===== src/rtl/k007452_pkg.sv =====
// Shared definitions for the K007452 math-chip host sequencer: FSM states, op encoding,
// register map, access counts and the per-access address/data selection helpers.
package k007452_pkg;

    typedef enum logic [2:0] {
        ST_IDLE,
        ST_WRITE,
        ST_WAIT,
        ST_READ,
        ST_RESP
    } state_e;

    typedef enum logic {
        OP_MUL = 1'b0,
        OP_DIV = 1'b1
    } op_e;

    localparam logic [2:0] REG_MUL_LO   = 3'd0;
    localparam logic [2:0] REG_MUL_HI   = 3'd1;
    localparam logic [2:0] REG_DIV_B_LO = 3'd2;
    localparam logic [2:0] REG_DIV_B_HI = 3'd3;
    localparam logic [2:0] REG_DIV_HI   = 3'd4;
    localparam logic [2:0] REG_DIV_LO   = 3'd5;

    localparam int MUL_NWR = 2;
    localparam int MUL_NRD = 2;
    localparam int DIV_NWR = 4;
    localparam int DIV_NRD = 4;

    function automatic logic [1:0] last_wr_idx(input op_e op);
        return (op == OP_MUL) ? 2'(MUL_NWR - 1) : 2'(DIV_NWR - 1);
    endfunction

    function automatic logic [1:0] last_rd_idx(input op_e op);
        return (op == OP_MUL) ? 2'(MUL_NRD - 1) : 2'(DIV_NRD - 1);
    endfunction

    // Divide loads the divisor first so the final write (dividend low byte) triggers the op.
    function automatic logic [2:0] wr_addr(input op_e op, input logic [1:0] idx);
        if (op == OP_MUL) begin
            return (idx == 2'd0) ? REG_MUL_LO : REG_MUL_HI;
        end
        case (idx)
            2'd0:    return REG_DIV_B_LO;
            2'd1:    return REG_DIV_B_HI;
            2'd2:    return REG_DIV_HI;
            default: return REG_DIV_LO;
        endcase
    endfunction

    function automatic logic [7:0] wr_data(input op_e op, input logic [1:0] idx,
                                           input logic [15:0] a, input logic [15:0] b);
        if (op == OP_MUL) begin
            return (idx == 2'd0) ? a[7:0] : b[7:0];
        end
        case (idx)
            2'd0:    return b[7:0];
            2'd1:    return b[15:8];
            2'd2:    return a[15:8];
            default: return a[7:0];
        endcase
    endfunction

    function automatic logic [2:0] rd_addr(input op_e op, input logic [1:0] idx);
        return (op == OP_MUL) ? {1'b0, idx} : REG_DIV_B_LO + {1'b0, idx};
    endfunction

endpackage


===== src/rtl/k007452_bus_cyc.sv =====
// One K007452 bus access: holds address/data for CYC clocks, drives the strobe low for the
// first CYC-1 of them, pulses sample on the last low clock of a read and done on the final clock.
module k007452_bus_cyc #(
    parameter int CYC = 2
) (
    input  logic       clk,
    input  logic       rst_n,
    input  logic       start,
    input  logic       is_read,
    input  logic [2:0] addr,
    input  logic [7:0] data,
    output logic [2:0] ab,
    output logic [7:0] db_o,
    output logic       db_en,
    output logic       wr_n,
    output logic       rd_n,
    output logic       sample,
    output logic       done
);

    localparam logic [3:0] LAST_CNT   = 4'(CYC - 1);
    localparam logic [3:0] SAMPLE_CNT = 4'(CYC - 2);

    logic       busy_q, busy_d;
    logic [3:0] cnt_q, cnt_d;
    logic       rd_q, rd_d;
    logic [2:0] ab_q, ab_d;
    logic [7:0] db_q, db_d;
    logic       strobe_low;

    always_comb begin
        busy_d = busy_q;
        cnt_d  = cnt_q;
        rd_d   = rd_q;
        ab_d   = ab_q;
        db_d   = db_q;
        if (start) begin
            busy_d = 1'b1;
            cnt_d  = 4'd0;
            rd_d   = is_read;
            ab_d   = addr;
            db_d   = is_read ? 8'h00 : data;
        end else if (done) begin
            busy_d = 1'b0;
            cnt_d  = 4'd0;
        end else if (busy_q) begin
            cnt_d = cnt_q + 4'd1;
        end
    end

    // Strobes derive from reset-cleared flops so an async reset releases them immediately.
    always_ff @(posedge clk or negedge rst_n) begin
        if (!rst_n) begin
            busy_q <= 1'b0;
            cnt_q  <= 4'd0;
            rd_q   <= 1'b0;
            ab_q   <= 3'd0;
            db_q   <= 8'h00;
        end else begin
            busy_q <= busy_d;
            cnt_q  <= cnt_d;
            rd_q   <= rd_d;
            ab_q   <= ab_d;
            db_q   <= db_d;
        end
    end

    assign strobe_low = busy_q && (cnt_q != LAST_CNT);
    assign done       = busy_q && (cnt_q == LAST_CNT);
    assign sample     = busy_q && rd_q && (cnt_q == SAMPLE_CNT);
    assign wr_n       = ~(strobe_low && !rd_q);
    assign rd_n       = ~(strobe_low && rd_q);
    assign db_en      = strobe_low && !rd_q;
    assign ab         = ab_q;
    assign db_o       = db_q;

endmodule


===== src/rtl/k007452_host_seq.sv =====
// Host-side sequencer that runs multiply/divide commands through the K007452 register bus.
// Optional macro K007452_HOST_DIVZERO_EN short-circuits divide-by-zero with an error response.
module k007452_host_seq
    import k007452_pkg::*;
#(
    parameter int CYC      = 2,
    parameter int MUL_WAIT = 8,
    parameter int DIV_WAIT = 40
) (
    input  logic        CLK,
    input  logic        RES,
    input  logic        CMD_VALID,
    output logic        CMD_READY,
    input  logic        CMD_OP,
    input  logic [15:0] CMD_A,
    input  logic [15:0] CMD_B,
    output logic        RSP_VALID,
    input  logic        RSP_READY,
    output logic [15:0] RSP_Q,
    output logic [15:0] RSP_R,
    output logic        RSP_ERR,
    output logic [2:0]  AB,
    output logic [7:0]  DB_O,
    input  logic [7:0]  DB_I,
    output logic        DB_EN,
    output logic        WR,
    output logic        RD
);

    localparam logic [7:0] MUL_WAIT_LEN = 8'(MUL_WAIT);
    localparam logic [7:0] DIV_WAIT_LEN = 8'(DIV_WAIT);

    state_e      state_q, state_d;
    op_e         op_q, op_d;
    logic [15:0] a_q, a_d;
    logic [15:0] b_q, b_d;
    logic [1:0]  idx_q, idx_d;
    logic [7:0]  wait_cnt_q, wait_cnt_d;
    logic [15:0] quo_q, quo_d;
    logic [15:0] rem_q, rem_d;

    logic       bus_start;
    logic       bus_rd;
    logic [2:0] bus_addr;
    logic [7:0] bus_data;
    logic       bus_sample;
    logic       bus_done;
    logic [7:0] wait_len;
    logic [1:0] idx_next;
    logic       div_zero;

    assign wait_len = (op_q == OP_MUL) ? MUL_WAIT_LEN : DIV_WAIT_LEN;
    assign idx_next = idx_q + 2'd1;

`ifdef K007452_HOST_DIVZERO_EN
    logic err_q, err_d;

    assign div_zero = CMD_OP && (CMD_B == 16'h0000);

    always_comb begin
        err_d = err_q;
        if (state_q == ST_IDLE && CMD_VALID) begin
            err_d = div_zero;
        end
    end

    always_ff @(posedge CLK or negedge RES) begin
        if (!RES) begin
            err_q <= 1'b0;
        end else begin
            err_q <= err_d;
        end
    end

    assign RSP_ERR = err_q;
`else
    assign div_zero = 1'b0;
    assign RSP_ERR  = 1'b0;
`endif

    // Each access's successor is started on its done clock so accesses run back to back.
    always_comb begin
        state_d    = state_q;
        op_d       = op_q;
        a_d        = a_q;
        b_d        = b_q;
        idx_d      = idx_q;
        wait_cnt_d = wait_cnt_q;
        quo_d      = quo_q;
        rem_d      = rem_q;
        bus_start  = 1'b0;
        bus_rd     = 1'b0;
        bus_addr   = wr_addr(op_q, idx_q);
        bus_data   = wr_data(op_q, idx_q, a_q, b_q);

        case (state_q)
            ST_IDLE: begin
                if (CMD_VALID) begin
                    op_d  = op_e'(CMD_OP);
                    a_d   = CMD_A;
                    b_d   = CMD_B;
                    idx_d = 2'd0;
                    quo_d = 16'h0000;
                    rem_d = 16'h0000;
                    if (div_zero) begin
                        state_d = ST_RESP;
                        quo_d   = 16'hFFFF;
                        rem_d   = CMD_A;
                    end else begin
                        state_d   = ST_WRITE;
                        bus_start = 1'b1;
                        bus_addr  = wr_addr(op_e'(CMD_OP), 2'd0);
                        bus_data  = wr_data(op_e'(CMD_OP), 2'd0, CMD_A, CMD_B);
                    end
                end
            end
            ST_WRITE: begin
                if (bus_done) begin
                    if (idx_q == last_wr_idx(op_q)) begin
                        idx_d = 2'd0;
                        if (wait_len == 8'd0) begin
                            state_d   = ST_READ;
                            bus_start = 1'b1;
                            bus_rd    = 1'b1;
                            bus_addr  = rd_addr(op_q, 2'd0);
                        end else begin
                            state_d    = ST_WAIT;
                            wait_cnt_d = 8'd0;
                        end
                    end else begin
                        idx_d     = idx_next;
                        bus_start = 1'b1;
                        bus_addr  = wr_addr(op_q, idx_next);
                        bus_data  = wr_data(op_q, idx_next, a_q, b_q);
                    end
                end
            end
            ST_WAIT: begin
                if (wait_cnt_q >= wait_len - 8'd1) begin
                    state_d   = ST_READ;
                    idx_d     = 2'd0;
                    bus_start = 1'b1;
                    bus_rd    = 1'b1;
                    bus_addr  = rd_addr(op_q, 2'd0);
                end else begin
                    wait_cnt_d = wait_cnt_q + 8'd1;
                end
            end
            ST_READ: begin
                if (bus_sample) begin
                    case (idx_q)
                        2'd0:    quo_d[7:0]  = DB_I;
                        2'd1:    quo_d[15:8] = DB_I;
                        2'd2:    rem_d[7:0]  = DB_I;
                        default: rem_d[15:8] = DB_I;
                    endcase
                end
                if (bus_done) begin
                    if (idx_q == last_rd_idx(op_q)) begin
                        state_d = ST_RESP;
                    end else begin
                        idx_d     = idx_next;
                        bus_start = 1'b1;
                        bus_rd    = 1'b1;
                        bus_addr  = rd_addr(op_q, idx_next);
                    end
                end
            end
            ST_RESP: begin
                if (RSP_READY) begin
                    state_d = ST_IDLE;
                end
            end
            default: begin
                state_d = ST_IDLE;
            end
        endcase
    end

    always_ff @(posedge CLK or negedge RES) begin
        if (!RES) begin
            state_q    <= ST_IDLE;
            op_q       <= OP_MUL;
            a_q        <= 16'h0000;
            b_q        <= 16'h0000;
            idx_q      <= 2'd0;
            wait_cnt_q <= 8'd0;
            quo_q      <= 16'h0000;
            rem_q      <= 16'h0000;
        end else begin
            state_q    <= state_d;
            op_q       <= op_d;
            a_q        <= a_d;
            b_q        <= b_d;
            idx_q      <= idx_d;
            wait_cnt_q <= wait_cnt_d;
            quo_q      <= quo_d;
            rem_q      <= rem_d;
        end
    end

    k007452_bus_cyc #(
        .CYC(CYC)
    ) u_bus_cyc (
        .clk    (CLK),
        .rst_n  (RES),
        .start  (bus_start),
        .is_read(bus_rd),
        .addr   (bus_addr),
        .data   (bus_data),
        .ab     (AB),
        .db_o   (DB_O),
        .db_en  (DB_EN),
        .wr_n   (WR),
        .rd_n   (RD),
        .sample (bus_sample),
        .done   (bus_done)
    );

    assign CMD_READY = (state_q == ST_IDLE);
    assign RSP_VALID = (state_q == ST_RESP);
    assign RSP_Q     = quo_q;
    assign RSP_R     = rem_q;

endmodule


===== config.mk =====
export PLATFORM = sky130hd
export DESIGN_NAME = k007452_host_seq
export DESIGN_NICKNAME = d
export VERILOG_FILES = /design/src/rtl/k007452_pkg.sv /design/src/rtl/k007452_bus_cyc.sv /design/src/rtl/k007452_host_seq.sv
export SDC_FILE = /design/constraint.sdc
export NUM_CORES = 1
export LEC_CHECK = 0
export CORE_ASPECT_RATIO = 1.75
export CORE_MARGIN = 2
export CORE_UTILIZATION = 40
export DETAILED_ROUTE_END_ITERATION = 12
export PLACE_DENSITY = 0.69
export SETUP_SLACK_MARGIN = 0.1
export SYNTH_ARGS = -nofsm -noshare
export SYNTH_HDL_FRONTEND = slang
export SYNTH_SLANG_ARGS = --single-unit

===== constraint.sdc =====
create_clock -name CLK -period 2.65 [get_ports CLK]
set_input_delay 0.265 -clock CLK [delete_from_list [all_inputs] [get_ports CLK]]
set_output_delay 0.265 -clock CLK [all_outputs]
set_load 0.01 [all_outputs]

==> metrics.cfg, run 1 <==
[status]
status=finished, final reports clean

[floorplan]
die_area_sq_mm=0.0124
fp.dieH_microns=146
io_pins=94
core_sq_mm=0.0112
initial_utilization_pct=41.2
die_w_microns=85.1
core.rowCount=51

[logic_synthesis]
synthCells=495
ys_top_cells_by_count=nand2_1, dfrtp_1, o21ai_1, mux2i_1, nor2_1
syn_area_per_cell_sq_um=9.30
ys_warn_count=0
synth_async_sr_flop_share_pct=100
yosysMostFrequentCell=nand2_1
ys_top_cells_by_area=dfrtp_1, nand2_1, o21ai_1
ys_seq_elements=95
synth_ff_type=dfrtp_1
synth_top_area_share_pct=51.6
yosys.area.top_type=dfrtp_1
syn_area_sq_mm=0.00460
syn_nets=552
ys_types=53
ys_seq_area_share_pct=51.6
synth-edff-count=0

[clock_tree]
clockRootBuffer=clkbuf_16
post_cts_buffers=0
hold_buffers=1
clock_latency_ps=340
cts.sinks=95
cts_resized=0
max-clock-path-buffers=2
cts.htree.levels=3
cts_tree=yes
cts_buffers=9
clk_pin_slew_ps=60

[finish]
fin_util_pct=53.1
final_nets=635
diodes=0
syn2layout_area_growth_pct=28.7
drive_gt1_share_pct=5.15

[global_routing]
grt_overflow=0
track_usage_pct=19.3
grt_pass1_wl_microns=19300
antenna_found_initial=0
grt_pass1_vias=3895
grt_max_degree=54

[sta]
post-route-min-period_ps=2260
finalHoldViolations=0
slew_viol_final=0
max_slew_margin_pct=29.9
fmax_mhz=442
grt_setup_unrepaired=no
tns_ps=0
final.period_utilization_pct=85.3
tightest_slew_ps=1050
setup_violations=0
fin_worst_skew_ps=5.39

[critical_path]
setup.worst_path.end_class=flip-flop
crit_fanout=21
crit_path_cell_trace=ha_1 > a222oi_1 > o21ai_1 > a21oi_1 > o22ai_1 > a21o_1
reg2reg_depth=6
critPathArrivalTime_ps=2540
rr_endpoint=u_bus_cyc.db_o[5]$_DFFE_PN0N_
worst_path_max_delay_cell=ha_1
crit_family=adder cells
crit_type=flip-flop to flip-flop
cp.required_ps=2930
cp_num_buf_inv=0
r2r_start=idx_q[0]$_DFFE_PN0P_
cp-start-kind=flip-flop
critPathMaxStageDelay_ps=900
rrSetupSlack_ps=390

[place]
io_buffers=92
dp_hpwl_microns=8240
globalplace.congestion=0.854

[min_path]
hold_path.class=input port to flip-flop
hp-start=CMD_A[13]
hold_depth=3
min_to=a_q[13]$_DFFE_PN0P_

[detailed_routing]
postRouteAntennaNets=0
drt_iter0_markers=243
wire_per_inst_microns=15.9
vias_per_cell=5.24
via_count=3747
first_pass_iters=4
drt_wl_total_microns=11400
drc_errors=0

[pwr]
ir_worst_vdd_uv=356
p_per_area_mw_per_mm2=516
leakagePower_uw=0.00289

[flow_run]
max_cap_viol_count=0

==> registers in the layout (all words and copies together), names as in the netlist <==
| signal | cells |
|---|---|
| a_q | 16 |
| RSP_R | 16 |
| b_q | 16 |
| idx_q | 2 |
| u_bus_cyc.db_o | 8 |
| op_q | 1 |
| wait_cnt_q | 8 |
| u_bus_cyc.ab | 3 |
| u_bus_cyc.busy_q | 1 |
| u_bus_cyc.cnt_q | 4 |
| u_bus_cyc.rd_q | 1 |
| state_q | 3 |
| RSP_Q | 16 |
==> placed cells by master, fill, tap and decap left out, types with 2 or more instances in the layout <==
cell type	instances
nand2_1	160
dfrtp_1	95
clkdlybuf4s50_1	91
o21ai_1	47
nor2_1	20
mux2i_1	20
ha_1	12
a21oi_1	10
o22ai_1	9
clkbuf_16	9
a222oi_1	8
a21o_1	8
buf_4	8
inv_1	7
xor2_1	6
o21ai_0	5
and3_1	5
nand2b_1	5
a21oi_2	5
nor3_1	4
and2_1	4
clkbuf_1	4
xnor2_1	3
nand4_1	3
o21a_1	2
nor2b_1	2
bufinv_16	2
==> cell type report <==
type	instances	area (sq um)
clock buffer	13	240
clock inverter	3	67.6
fill	998	5240
inverter	7	26.3
multi-input combinational	364	2050
sequential	95	2380
tap	132	165
timing repair buffer	101	1000
==> cells by family after synthesis <==
group / count (synthesis) / share of synthesized area [%]
simple gates: 214 / 19.8
compound gates: 108 / 15.2
mux: 20 / 4.35
flops: 95 / 51.6
buf+inv: 36 / 3.91
other cells: 1 / 0.0814
xor+xnor: 9 / 1.71
fa+ha+maj: 12 / 3.26
==> power breakdown <==
part	total (uW)	switching, uW	internal, uW	leakage [uW]
clock	1360	530	829	0.000144
combinational	212	93.6	119	0.00156
sequential	1490	13.3	1470	0.00118
==> worst max-delay path by stage <==
stage | startpoint | endpoint | slack (ps) | cells past startpoint
floorplan | op_q$_DFFE_PN0P_ | u_bus_cyc.ab[0]$_DFFE_PN0N_ | 400 | 10
global placement | idx_q[1]$_DFFE_PN0P_ | u_bus_cyc.db_o[5]$_DFFE_PN0N_ | 480 | 6
detailed placement | idx_q[1]$_DFFE_PN0P_ | u_bus_cyc.db_o[5]$_DFFE_PN0N_ | 410 | 6
CTS | u_bus_cyc.cnt_q[1]$_DFFE_PN0P_ | WR | 370 | 6
global route | idx_q[0]$_DFFE_PN0P_ | u_bus_cyc.db_o[5]$_DFFE_PN0N_ | 260 | 6
finish | idx_q[0]$_DFFE_PN0P_ | u_bus_cyc.db_o[5]$_DFFE_PN0N_ | 390 | 6
==> through the flow <==
stage	hold WS [ps]	power [uW]	instance area (sq um)	cells	worst slack [ps]
after floorplan	-30.6	1560	4600	495	397
after global placement	290	1730	5610	698	479
after detailed placement	300	1730	5610	698	407
after CTS	436	3090	5920	715	371
after global routing	457	3180	5920	715	260
final	445	3060	5920	715	389
==> tightest hold or removal path, delay by kind of cell <==
kind          cells  cell delay (ps)
simple gates      2               90
buf+inv           1              390
==> per-layer routing <==
metal	share of wire, %	track usage, %
met1	41	23.1
met2	53	34.1
met3	5.2	3.91
met4	1.5	6.35
met5	0	0
No activity file was read; power rests on OpenSTA's default activity.
==> run 2: changes to the inputs <==
--- a/config.mk
+++ b/config.mk
@@ -9,8 +9,9 @@
 export CORE_MARGIN = 2
 export CORE_UTILIZATION = 40
 export DETAILED_ROUTE_END_ITERATION = 12
-export PLACE_DENSITY = 0.69
+export PLACE_DENSITY = 0.68
 export SETUP_SLACK_MARGIN = 0.1
 export SYNTH_ARGS = -nofsm -noshare
 export SYNTH_HDL_FRONTEND = slang
+export SYNTH_HIERARCHICAL = 1
 export SYNTH_SLANG_ARGS = --single-unit
==> run 2 against run 1 <==
Net effect:
- total power increased by 140%
- worst setup slack got worse by 150 ps
- critical path depth is the same
- flip-flop and latch count unchanged
- clock skew up 3.1 ps
- sequential share of layout area shrank 4.4 points
- design area up 12%
- count of clock-buffer cells in the layout shrank 4
- synthesized area grew 12%
==> metrics.cfg, run 2 <==
[place]
place_ws_ps=217  ; was 407 ps
globalplace.congestion=0.994  ; was 0.854
dp_cells=781  ; was 698
dp_hpwl_microns=10300  ; was 8240 microns
dpl_cell_area_sq_mm=0.00632  ; was 0.00561 sq mm
io_buffers=92  ; unchanged

[clock_tree]
cts_buffers=9  ; unchanged
max-clock-path-buffers=2  ; unchanged
clock_latency_ps=350  ; was 340 ps
clockRootBuffer=clkbuf_16  ; unchanged
cts_tree=yes  ; unchanged
clk_pin_slew_ps=70  ; was 60 ps
cts.sinks=95  ; unchanged
cts.htree.levels=3  ; unchanged

[finish]
instances_no_fill=798  ; was 715
drive_gt1_share_pct=13.7  ; was 5.15%
final_common_cell=nand2_1  ; unchanged
syn2layout_area_growth_pct=28.9  ; was 28.7%
seqCellArea_sq_mm=0.00238  ; unchanged
multi_input_area_sq_mm=0.00255  ; was 0.00205 sq mm
final_nets=682  ; was 635
final_cell_mix=nand2_1, dfrtp_1, clkdlybuf4s50_1  ; unchanged
fillCellCount=1155  ; was 998
fin_area_sq_mm=0.00665  ; was 0.00592 sq mm
diodes=0  ; unchanged

[critical_path]
critPathArrivalTime_ps=2140  ; was 2540 ps
crit_fanout=4  ; was 21
reg2reg_depth=7  ; was 6
cp-startpoint=u_bus_cyc/cnt_q[1]$_DFFE_PN0P_  ; was idx_q[0]$_DFFE_PN0P_
rr_endpoint=u_bus_cyc/ab[1]$_DFFE_PN0P_  ; was u_bus_cyc.db_o[5]$_DFFE_PN0N_
crit_type=flip-flop to primary output  ; was flip-flop to flip-flop
critPathMaxStageDelay_ps=480  ; was 900 ps
r2r_start=idx_q[1]$_DFFE_PN0P_  ; was idx_q[0]$_DFFE_PN0P_
crit_path_cell_trace=inv_1 > ha_1 > nor3b_4 > nand2b_1 > or2_2 > clkdlybuf4s50_1  ; was ha_1 > a222oi_1 > o21ai_1 > a21oi_1 > o22ai_1 > a21o_1
cp-start-kind=flip-flop  ; unchanged
setup.worst_path.end_class=primary output  ; was flip-flop
crit_family=simple AND/OR/NAND/NOR gates  ; was adder cells
rrSetupSlack_ps=310  ; was 390 ps
worst_path_max_delay_cell=clkdlybuf4s50_1  ; was ha_1
cp.required_ps=2380  ; was 2930 ps
cp_num_buf_inv=2  ; was 0

[sta]
setup_violations=0  ; unchanged
setup_ws_ps=242  ; was 389 ps
finalHoldViolations=0  ; unchanged
tns_ps=0  ; unchanged
final.period_utilization_pct=90.9  ; was 85.3%
slew_viol_final=0  ; unchanged
grt_setup_unrepaired=no  ; unchanged
tightest_slew_ps=842  ; was 1050 ps
max_slew_margin_pct=43.9  ; was 29.9%
fin_worst_skew_ps=8.48  ; was 5.39 ps
post-route-min-period_ps=2410  ; was 2260 ps
fmax_mhz=415  ; was 442 MHz

[detailed_routing]
drt_wl_total_microns=13900  ; was 11400 microns
vias_per_cell=5.52  ; was 5.24
drt_iter0_markers=293  ; was 243
via_count=4407  ; was 3747
drc_errors=0  ; unchanged
wire_per_inst_microns=17.4  ; was 15.9 microns
first_pass_iters=6  ; was 4
postRouteAntennaNets=0  ; unchanged

[flow_run]
max_cap_viol_count=0  ; unchanged

[logic_synthesis]
synthAdderAreaFrac_pct=2.91  ; was 3.26%
syn_nets=598  ; was 552
ys_seq_area_share_pct=46.1  ; was 51.6%
muxShareOfSynthArea_pct=12.0  ; was 4.35%
synthXorXnorAreaFrac_pct=1.50  ; was 1.71%
synth_top_family_by_area=compound AO/OA/AOI/OAI gates  ; was simple AND/OR/NAND/NOR gates
synth_ff_type=dfrtp_1  ; unchanged
ys_top_cells_by_count=nand2_1, dfrtp_1, o21ai_0, mux2_2, a21oi_1  ; was nand2_1, dfrtp_1, o21ai_1, mux2i_1, nor2_1
ys_seq_elements=95  ; unchanged
synth_top_area_share_pct=46.1  ; was 51.6%
yosys.area.top_type=dfrtp_1  ; unchanged
ys_warn_count=6  ; was 0
ys_types=50  ; was 53
synth_async_sr_flop_share_pct=100  ; unchanged
synth-edff-count=0  ; unchanged
yosysMostFrequentCell=nand2_1  ; unchanged
synthCells=541  ; was 495
ys_top_cells_by_area=dfrtp_1, mux2_2, nand2_1  ; was dfrtp_1, nand2_1, o21ai_1
syn_area_per_cell_sq_um=9.54  ; was 9.30 sq um
syn_area_sq_mm=0.00516  ; was 0.00460 sq mm
synth_compound_area_share_pct=17.5  ; was 15.2%
synth-simple-area-share_pct=15.3  ; was 19.8%

[pwr]
ir_worst_vdd_uv=455  ; was 356 uV
p_per_area_mw_per_mm2=1090  ; was 516 mW/mm^2
p_int_uw=4360  ; was 2420 uW
leakagePower_uw=0.00282  ; was 0.00289 uW
p_comb_share_pct=48.4  ; was 6.9%
swShare_pct=39.7  ; was 20.8%
p_sw_uw=2870  ; was 637 uW
seq_power_share_pct=33.0  ; was 48.6%
clock_power_share_pct=18.6  ; was 44.4%

[floorplan]
die_w_microns=89.9  ; was 85.1 microns
initial_utilization_pct=41.3  ; was 41.2%
io_pins=94  ; unchanged
core.rowCount=54  ; was 51
fp.dieH_microns=154  ; was 146 microns
core_sq_mm=0.0125  ; was 0.0112 sq mm
die_area_sq_mm=0.0139  ; was 0.0124 sq mm

[global_routing]
grt_overflow=0  ; unchanged
track_usage_pct=20.6  ; was 19.3%
met1_usage_pct=23.1  ; about the same
grt_use_met2_pct=38.0  ; was 34.1%
grt_pass1_vias=4370  ; was 3895
grt.busiest_layer=met2  ; unchanged
grt_max_degree=53  ; was 54
grt_pass1_wl_microns=22700  ; was 19300 microns
grt_use_met3_pct=3.26  ; was 3.91%
antenna_found_initial=0  ; unchanged

[status]
status=finished, final reports clean  ; unchanged

[min_path]
hold_path.class=input port to async pin  ; was input port to flip-flop

-- run 2: cell types whose count changed in the layout (fill, tap and decap cells not counted), sizes merged, moves of 5 or more --
cell | previous run | this run
a21o | 8 | 2
a21oi | 15 | 28
a222oi | 8 | 16
buf | 9 | 21
inv | 7 | 22
mux2 | 0 | 38
nand2 | 160 | 99
nand2b | 5 | 11
nand3 | 0 | 8
nor2 | 20 | 15
o211ai | 0 | 17
o21ai | 52 | 64
o22ai | 9 | 3
-- run 2: cell type report --
cell class,instances,share of cell area (%)
clock inverters,7,1.30
flip-flops and latches,95,35.8
multi-input cells,388,38.4
clock buffers,9,3.39
well taps,168,3.16
repair buffers,113,17.0
inverters,18,1.02
-- run 2: worst max path at each step --
stage / to / cells after the start / slack [ps]
after global placement: u_bus_cyc/ab[0]$_DFFE_PN0P_ / 9 / 350
after detailed placement: u_bus_cyc/ab[0]$_DFFE_PN0P_ / 9 / 220
after CTS: u_bus_cyc/ab[0]$_DFFE_PN0P_ / 9 / 200
final: WR / 6 / 240
after global routing: u_bus_cyc/db_o[2]$_DFFE_PN0P_ / 12 / 110
after floorplan: u_bus_cyc/db_o[0]$_DFFE_PN0P_ / 12 / 110
-- run 2: worst register-to-register path: stages, from the launching register on --
cell	delay, ps
dfrtp_1	480
inv_1	170
ha_1	730
o21ai_0	320
o22ai_1	220
nand2_1	70
o2111ai_1	120
mux2_2	180
-- run 2: metrics by stage --
step / power (uW) / hold WS (ps) / utilization (%)
3_3_place_gp: 5720 / 293 / 50.6
4_1_cts: 7240 / 487 / 53.1
2_1_floorplan: 4600 / -30.6 / -
6_report: 7230 / 466 / 53.2
3_5_place_dp: 5870 / 309 / 50.6
5_1_grt: 7750 / 489 / 53.2
-- run 2: what timing repair did --
| action | in CTS | in global routing |
|---|---|---|
| hold buffers | 1 | 0 |
| endpoints found under the hold margin | 43 | 0 |
| setup endpoints to repair | 0 | 12 |
| buffers inserted | 0 | 0 |
| gates resized for setup | 0 | 3 |
-- run 2: cell families (layout without fill, tap and decap cells) --
kind of cell / count (synthesis) / in the layout
mux: 57 / 57
simple gates: 169 / 169
compound gates: 141 / 141
xor+xnor: 8 / 8
other cells: 1 / 1
buf+inv: 58 / 147
flops: 95 / 95
fa+ha+maj: 12 / 12
-- run 2: power groups by stage --
stage                     combinational, uW  clock [uW]  sequential (uW)
final                                  3500        1350             2380
after global routing                   3850        1450             2460
after CTS                              3490        1380             2370
after detailed placement               3470           0             2400
after global placement                 3360           0             2370
after floorplan                        2310           0             2290
-- run 2: metal layers --
layer / share of wire (%) / up-vias / wire (microns)
li1: - / 2072 / -
met1: 37 / 2133 / 5190
met2: 54 / 169 / 7560
met3: 4.8 / 33 / 662
met4: 3.3 / 0 / 464
met5: 0 / - / 0
